==> src/rtl/cycle_sequencer_pkg.sv <==
// seq_pkg: sequencer state and opcode-class types plus per-class instruction lengths
package seq_pkg;
    typedef enum logic [1:0] {IDLE, FETCH, EXEC, HALTED} seq_state_t;
    typedef enum logic [3:0] {MOV8, SETAB, ALU, LDST, MOV16, HALT, INCXY, GOTO, ILLEGAL} op_class_t;
    localparam int LEN_SHORT = 8;
    localparam int LEN_MOV16 = 10;
    localparam int LEN_LDST  = 12;
    localparam int LEN_INCXY = 14;
    localparam int LEN_GOTO  = 24;
    function automatic logic [7:0] class_len(input op_class_t c);
        return (c == LDST) ? 8'(LEN_LDST) :
               (c == MOV16 || c == HALT) ? 8'(LEN_MOV16) :
               (c == INCXY) ? 8'(LEN_INCXY) :
               (c == GOTO) ? 8'(LEN_GOTO) : 8'(LEN_SHORT);
    endfunction
endpackage

==> src/rtl/cycle_sequencer_if.sv <==
// cycle_sequencer_if: control/step bundle between sequencer and control decode; SEQ_ILLEGAL_TRAP_EN adds illegal_op
interface cycle_sequencer_if #(parameter int MAX_STEPS = 24);
    localparam int STEP_W = $clog2(MAX_STEPS + 1);
    logic              run;
    logic              hold;
    logic              halt_clear;
    logic [7:0]        instruction_reg;
    logic [STEP_W-1:0] step;
    logic [STEP_W-1:0] cycle_len;
    logic              fetch_phase;
    logic              exec_phase;
    logic              ld_inst_strobe;
    logic              instr_done;
    logic              halted;
`ifdef SEQ_ILLEGAL_TRAP_EN
    logic              illegal_op;
    modport master (output run, hold, halt_clear, instruction_reg,
                    input step, cycle_len, fetch_phase, exec_phase, ld_inst_strobe, instr_done, halted, illegal_op);
    modport slave  (input run, hold, halt_clear, instruction_reg,
                    output step, cycle_len, fetch_phase, exec_phase, ld_inst_strobe, instr_done, halted, illegal_op);
`else
    modport master (output run, hold, halt_clear, instruction_reg,
                    input step, cycle_len, fetch_phase, exec_phase, ld_inst_strobe, instr_done, halted);
    modport slave  (input run, hold, halt_clear, instruction_reg,
                    output step, cycle_len, fetch_phase, exec_phase, ld_inst_strobe, instr_done, halted);
`endif
endinterface

==> src/rtl/cycle_sequencer_decode.sv <==
// cycle_sequencer_decode: opcode -> {class, total step length}; HALT is matched before the MOV16 group it sits in
module cycle_sequencer_decode
    import seq_pkg::*;
(
    input  logic [7:0] opcode,
    output op_class_t  op_class,
    output logic [7:0] length
);
    assign op_class = (opcode == 8'hAE) ? HALT :
                      (opcode[7:6] == 2'b00) ? MOV8 :
                      (opcode[7:6] == 2'b01) ? SETAB :
                      (opcode[7:6] == 2'b11) ? GOTO :
                      (opcode[5:4] == 2'b00) ? ALU :
                      (opcode[5:4] == 2'b01 && !opcode[2]) ? LDST :
                      (opcode[5:4] == 2'b10) ? MOV16 :
                      (opcode == 8'hB0) ? INCXY : ILLEGAL;
    assign length = class_len(op_class);
endmodule

==> src/rtl/cycle_sequencer.sv <==
// cycle_sequencer: fetch/execute step sequencer with hold, run/idle and halt latch; SEQ_ILLEGAL_TRAP_EN traps illegal opcodes
module cycle_sequencer
    import seq_pkg::*;
#(
    parameter int MAX_STEPS   = 24,
    parameter int FETCH_STEPS = 4
) (
    input logic             clock,
    input logic             initialize_n,
    cycle_sequencer_if.slave bus
);
    localparam int STEP_W = $clog2(MAX_STEPS + 1);
    localparam logic [STEP_W-1:0] FETCH_END = STEP_W'(FETCH_STEPS);
    localparam logic [STEP_W-1:0] STEP_MAX  = STEP_W'(MAX_STEPS);
    localparam logic [STEP_W-1:0] ONE       = STEP_W'(1);

    if (FETCH_STEPS >= 8) begin : g_bad_fetch
        $error("FETCH_STEPS must be below 8");
    end

    seq_state_t        state_q;
    logic [STEP_W-1:0] step_q;
    logic [STEP_W-1:0] len_q;
    logic [STEP_W-1:0] len_d;
    logic              halt_op_q;
    logic              trap_d;
    logic              last_step;
    op_class_t         dec_class;
    logic [7:0]        dec_len;

    cycle_sequencer_decode u_decode (
        .opcode   (bus.instruction_reg),
        .op_class (dec_class),
        .length   (dec_len)
    );

    assign len_d     = (32'(dec_len) > MAX_STEPS) ? STEP_MAX : STEP_W'(dec_len);
    assign last_step = step_q >= len_q;

`ifdef SEQ_ILLEGAL_TRAP_EN
    logic illegal_q;
    assign trap_d = dec_class == ILLEGAL;
    // remember why we halted until the operator clears HALTED
    always_ff @(posedge clock or negedge initialize_n) begin
        if (!initialize_n) illegal_q <= 1'b0;
        else if (!bus.hold && state_q == FETCH && step_q == FETCH_END && trap_d) illegal_q <= 1'b1;
        else if (!bus.hold && state_q == HALTED && bus.halt_clear) illegal_q <= 1'b0;
    end
    assign bus.illegal_op = illegal_q;
`else
    assign trap_d = 1'b0;
`endif

    // state/step sequencing; hold freezes everything, length is latched as fetch ends
    always_ff @(posedge clock or negedge initialize_n) begin
        if (!initialize_n) begin
            state_q   <= IDLE;
            step_q    <= '0;
            len_q     <= '0;
            halt_op_q <= 1'b0;
        end else if (!bus.hold) begin
            case (state_q)
                IDLE: if (bus.run) begin
                    state_q <= FETCH;
                    step_q  <= ONE;
                end
                FETCH: if (step_q == FETCH_END) begin
                    len_q     <= len_d;
                    halt_op_q <= dec_class == HALT;
                    state_q   <= trap_d ? HALTED : EXEC;
                    step_q    <= trap_d ? '0 : step_q + ONE;
                end else begin
                    step_q <= step_q + ONE;
                end
                EXEC: if (last_step) begin
                    state_q <= halt_op_q ? HALTED : bus.run ? FETCH : IDLE;
                    step_q  <= (!halt_op_q && bus.run) ? ONE : '0;
                end else begin
                    step_q <= step_q + ONE;
                end
                HALTED: if (bus.halt_clear) state_q <= IDLE;
                default: state_q <= IDLE;
            endcase
        end
    end

    assign bus.step           = step_q;
    assign bus.cycle_len      = len_q;
    assign bus.fetch_phase    = state_q == FETCH;
    assign bus.exec_phase     = state_q == EXEC;
    assign bus.halted         = state_q == HALTED;
    assign bus.ld_inst_strobe = state_q == FETCH && step_q == FETCH_END && !bus.hold;
    assign bus.instr_done     = state_q == EXEC && last_step && !bus.hold;
endmodule

==> src/flat_wrapper.sv <==
// flat-port wrapper written by rule: the top's interface ports become plain ports
module cycle_sequencer_flat import seq_pkg::*;
#(
    parameter int MAX_STEPS   = 24,
    parameter int FETCH_STEPS = 4
)
  (clock, initialize_n, bus_run, bus_hold, bus_halt_clear, bus_instruction_reg, bus_step, bus_cycle_len, bus_fetch_phase, bus_exec_phase, bus_ld_inst_strobe, bus_instr_done, bus_halted);
  cycle_sequencer_if #(.MAX_STEPS(MAX_STEPS)) bus_i ();
  input logic clock;
  input logic initialize_n;
  input wire logic [$bits(bus_i.run)-1:0] bus_run;
  input wire logic [$bits(bus_i.hold)-1:0] bus_hold;
  input wire logic [$bits(bus_i.halt_clear)-1:0] bus_halt_clear;
  input wire logic [$bits(bus_i.instruction_reg)-1:0] bus_instruction_reg;
  output wire logic [$bits(bus_i.step)-1:0] bus_step;
  output wire logic [$bits(bus_i.cycle_len)-1:0] bus_cycle_len;
  output wire logic [$bits(bus_i.fetch_phase)-1:0] bus_fetch_phase;
  output wire logic [$bits(bus_i.exec_phase)-1:0] bus_exec_phase;
  output wire logic [$bits(bus_i.ld_inst_strobe)-1:0] bus_ld_inst_strobe;
  output wire logic [$bits(bus_i.instr_done)-1:0] bus_instr_done;
  output wire logic [$bits(bus_i.halted)-1:0] bus_halted;
  assign bus_i.run = bus_run;
  assign bus_i.hold = bus_hold;
  assign bus_i.halt_clear = bus_halt_clear;
  assign bus_i.instruction_reg = bus_instruction_reg;
  assign bus_step = bus_i.step;
  assign bus_cycle_len = bus_i.cycle_len;
  assign bus_fetch_phase = bus_i.fetch_phase;
  assign bus_exec_phase = bus_i.exec_phase;
  assign bus_ld_inst_strobe = bus_i.ld_inst_strobe;
  assign bus_instr_done = bus_i.instr_done;
  assign bus_halted = bus_i.halted;
  cycle_sequencer #(.MAX_STEPS(MAX_STEPS), .FETCH_STEPS(FETCH_STEPS)) u_core (.clock(clock), .initialize_n(initialize_n), .bus(bus_i));
endmodule
==> config.mk <==
export PLATFORM = sky130hd
export DESIGN_NAME = cycle_sequencer_flat
export DESIGN_NICKNAME = d
export VERILOG_FILES = /design/src/rtl/cycle_sequencer_pkg.sv /design/src/rtl/cycle_sequencer_if.sv /design/src/rtl/cycle_sequencer_decode.sv /design/src/rtl/cycle_sequencer.sv /design/src/flat_wrapper.sv
export SDC_FILE = /design/constraint.sdc
export NUM_CORES = 1
export LEC_CHECK = 0
export CAP_MARGIN = 20
export CORE_UTILIZATION = 40
export DETAILED_ROUTE_END_ITERATION = 12
export GPL_TIMING_DRIVEN = 0
export PLACE_DENSITY = 0.75
export SLEW_MARGIN = 20
export SYNTH_ARGS = -nofsm -noshare
export SYNTH_HDL_FRONTEND = slang
export SYNTH_HIERARCHICAL = 1
export SYNTH_SLANG_ARGS = --single-unit
export TNS_END_PERCENT = 20
==> constraint.sdc <==
create_clock -name clock -period 1.7 [get_ports clock]
set_input_delay 0.51 -clock clock [delete_from_list [all_inputs] [get_ports clock]]
set_output_delay 0.51 -clock clock [all_outputs]
set_load 0.02 [all_outputs]
==> impl_metrics.env <==
export IMPL_p_comb_frac=0.696
export IMPL_wl_per_cell_um=15.9
export IMPL_syn_avg_cell_area_um2=8.80
export IMPL_ys_ff_latch=13
export IMPL_cp_max_fo=3
export IMPL_worstMarginPinSlew_ps=613
export IMPL_stdcell_count=220
export IMPL_synth_seq_area_share=0.296
export IMPL_core_area_um2=2540
export IMPL_viasPerCell=5.60
export IMPL_grt_max_degree=14
export IMPL_clock_power_share=0.094
export IMPL_ios=28
export IMPL_dpl_cell_count=185
export IMPL_io_buffers=27
export IMPL_violations="setup timing"
export IMPL_die_area_um2=2960
export IMPL_area_growth_pct=75.1
export IMPL_synth_top_area_frac=0.296
export IMPL_drt_iter0_drc=20
export IMPL_slowest_delay_ps=470
export IMPL_synthArstFlopShare=1.00
export IMPL_ir_drop_mv=0.990
export IMPL_utilization=0.757
export IMPL_antenna_found_initial=0
export IMPL_switching_share=0.435
export IMPL_end_kind="output port"
export IMPL_p_per_area_nw_per_um2=1120
export IMPL_num_nets_final=216
export IMPL_power_mw=2.16
export IMPL_num_rows=18
export IMPL_place_gp_congestion=0.783
export IMPL_multiInputGateArea_um2=886
export IMPL_n_antenna_cell=0
export IMPL_power_switching_mw=0.941
export IMPL_seqPwrFrac=0.210
export IMPL_power_internal_mw=1.22
export IMPL_critPathRequiredTime_ps=1190
export IMPL_worst_endpoint_arrival_ps=1760
export IMPL_clkTransAtPathRegs_ps=90
export IMPL_grt_pass1_wl_um=5140
export IMPL_setup_tns_ps=-3770
export IMPL_root_buffer="clkbuf_4"
export IMPL_syn_cell_area_um2=1100
export IMPL_grt_pass1_vias=1204
export IMPL_drive_gt1_frac=0.495
export IMPL_path_delay_family="simple AND/OR/NAND/NOR gates"
export IMPL_synth_cell_types=45
export IMPL_register_area_um2=330
export IMPL_rsz0062_at_grt="true"
export IMPL_cp_slowest_cell="or3b_4"
export IMPL_crit_type="reg -> out"
export IMPL_n_fill_cell=171
export IMPL_p_leak_nw=0.880
export IMPL_syn_inst=125
export IMPL_die_height_um=54.4
export IMPL_fin_crit_ps=2270
export IMPL_relSlewSlack=0.590
export IMPL_outcome="finished, violations left"
export IMPL_start_kind="flip-flop"
export IMPL_dominantRegCellSynth="dfrtp_1"
export IMPL_cts_buffer_depth=2
export IMPL_wirelength_um=3490
export IMPL_setup_viol=15
export IMPL_synth_area_leader_cell="dfrtp_1"
export IMPL_drcViolationCount=0
export IMPL_cts_sinks=13
export IMPL_crit_buf_inv=3
export IMPL_die_w_um=54.4
export IMPL_period_share=1.33
export IMPL_hpwl_um=1880
export IMPL_cts_htree_levels=1
export IMPL_maxSlewViolCount=0
export IMPL_initial_core_util=0.432
export IMPL_ys_warn_count=6
export IMPL_finalWorstSetupSlack_ps=-567
export IMPL_finalHoldViolCount=0
export IMPL_fmax_mhz=441
export IMPL_cts_buffers_inserted=3
export IMPL_num_vias=1233
export IMPL_hp_class="reg -> reg"
export IMPL_dr_pass1_iters=4
export IMPL_maxCapViolCount=0
export IMPL_grt_overflow=0
export IMPL_fin_skew_ps=5.94
export IMPL_place_ws_ps=-1060
export IMPL_synth_edff_count=0
export IMPL_ant_nets=0
export IMPL_clk_latency_ps=280
export IMPL_cp_cell_sequence="inv_2 > ha_4 > nand4bb_1 > or3b_4 > clkinv_8 > buf_8"
export IMPL_cts_tree="done"
export IMPL_yosys_top_cells_area="dfrtp_1, ha_1, inv_1, nand2_1, a21oi_1"
export IMPL_track_usage=0.248
[state kept, by name, summed over array words and instances, names as in the netlist]
signal / flops
u_core/bus.cycle_len: 5
u_core/halt_op_q: 1
u_core/state_q: 2
u_core/bus.step: 5
[layout by cell type (no fill, tap or decap), types with 5 or more instances in the layout]
cell and count:
buf_4 23, buf_6 16, dlygate4sd2_1 11, inv_1 10, dfrtp_1 9, nand2_1 8, clkdlybuf4s50_1 5, nand3_1 5
ha_1 5, conb_1 5
[routing by layer]
metal | vias up | wire length, um | track usage
met5 | - | 0 | 0
met4 | 0 | 117 | 0.137
met3 | 12 | 148 | 0.0500
met2 | 43 | 1770 | 0.435
met1 | 597 | 1460 | 0.276
li1 | 581 | - | -
[logic make-up after synthesis]
logic type               after synthesis  share of synthesized area
buffers and inverters                 20                      0.104
adder cells (fa/ha/maj)               12                      0.137
other                                  2                    0.00683
AND/OR/NAND/NOR                       38                      0.201
flip-flops                            13                      0.296
AO/OA/AOI/OAI                         40                      0.256
[cell usage after synthesis, drive strengths merged, types with 2 or more instances]
cell and count:
dfrtp 13, inv 13, ha 12, nand2 11
a21oi 8, o21ai 7, buf 6, nor2 6
nand3 5, a211oi 4, a21o 4, a31oi 4
a22o 2, and3 2, conb 2, nand4bb 2
or2 2, or3b 2
[worst min-delay path: stages, from the launching register on]
cell	delay, ps
dfrtp_1	380
nand2_1	60
o21ai_1	60
[path summary, 6_finish.rpt]
path                                                start                              to  slack, ps  cells past startpoint
max reg2reg                 u_core/state_q[0]$_DFFE_PN0P_  u_core/bus.step[4]$_DFFE_PN0P_       -320                      6
min reg2reg                  u_core/halt_op_q$_DFFE_PN0P_    u_core/halt_op_q$_DFFE_PN0P_        530                      2
min                          u_core/halt_op_q$_DFFE_PN0P_    u_core/halt_op_q$_DFFE_PN0P_        530                      2
max                        u_core/bus.step[1]$_DFFE_PN0P_              bus_ld_inst_strobe       -570                      6
min in group asynchronous                    initialize_n  u_core/bus.step[1]$_DFFE_PN0P_        600                      1
max in group asynchronous                    initialize_n  u_core/bus.step[0]$_DFFE_PN0P_        660                      1
[per-stage QoR]
step | cell area [um2] | hold slack, ps
final | 1930 | 530
after global placement | 1460 | 506
after detailed placement | 1460 | 509
after global routing | 1930 | 561
after CTS | 1770 | 528
after floorplan | 1150 | 214
[area by class of cell]
class	instances	area share
Multi-Input combinational cell	95	0.460
Timing Repair Buffer	59	0.280
Sequential cell	13	0.172
Inverter	14	0.0351
Buffer	5	0.0195
Tap cell	30	0.0195
Clock buffer	3	0.0117
Clock inverter	1	0.00260
[power by group through the flow]
stage                     logic, mW  clock network, mW  registers [mW]
after floorplan               0.540                  0           0.509
after global placement        0.860                  0           0.473
after detailed placement      0.881                  0           0.479
after CTS                      1.17              0.205           0.444
after global routing           1.61              0.226           0.461
final                          1.51              0.203           0.454
[timing repair]
item | in CTS | in global routing
pin swaps | 16 | 17
endpoints found under the setup margin | 27 | 20
gates resized for setup | 62 | 38
hold endpoints to repair | 0 | 0
hold buffers | 0 | 0
cloned | 0 | 0
setup buffers | 30 | 7
Note: power is estimated with default switching activity, not from simulation.
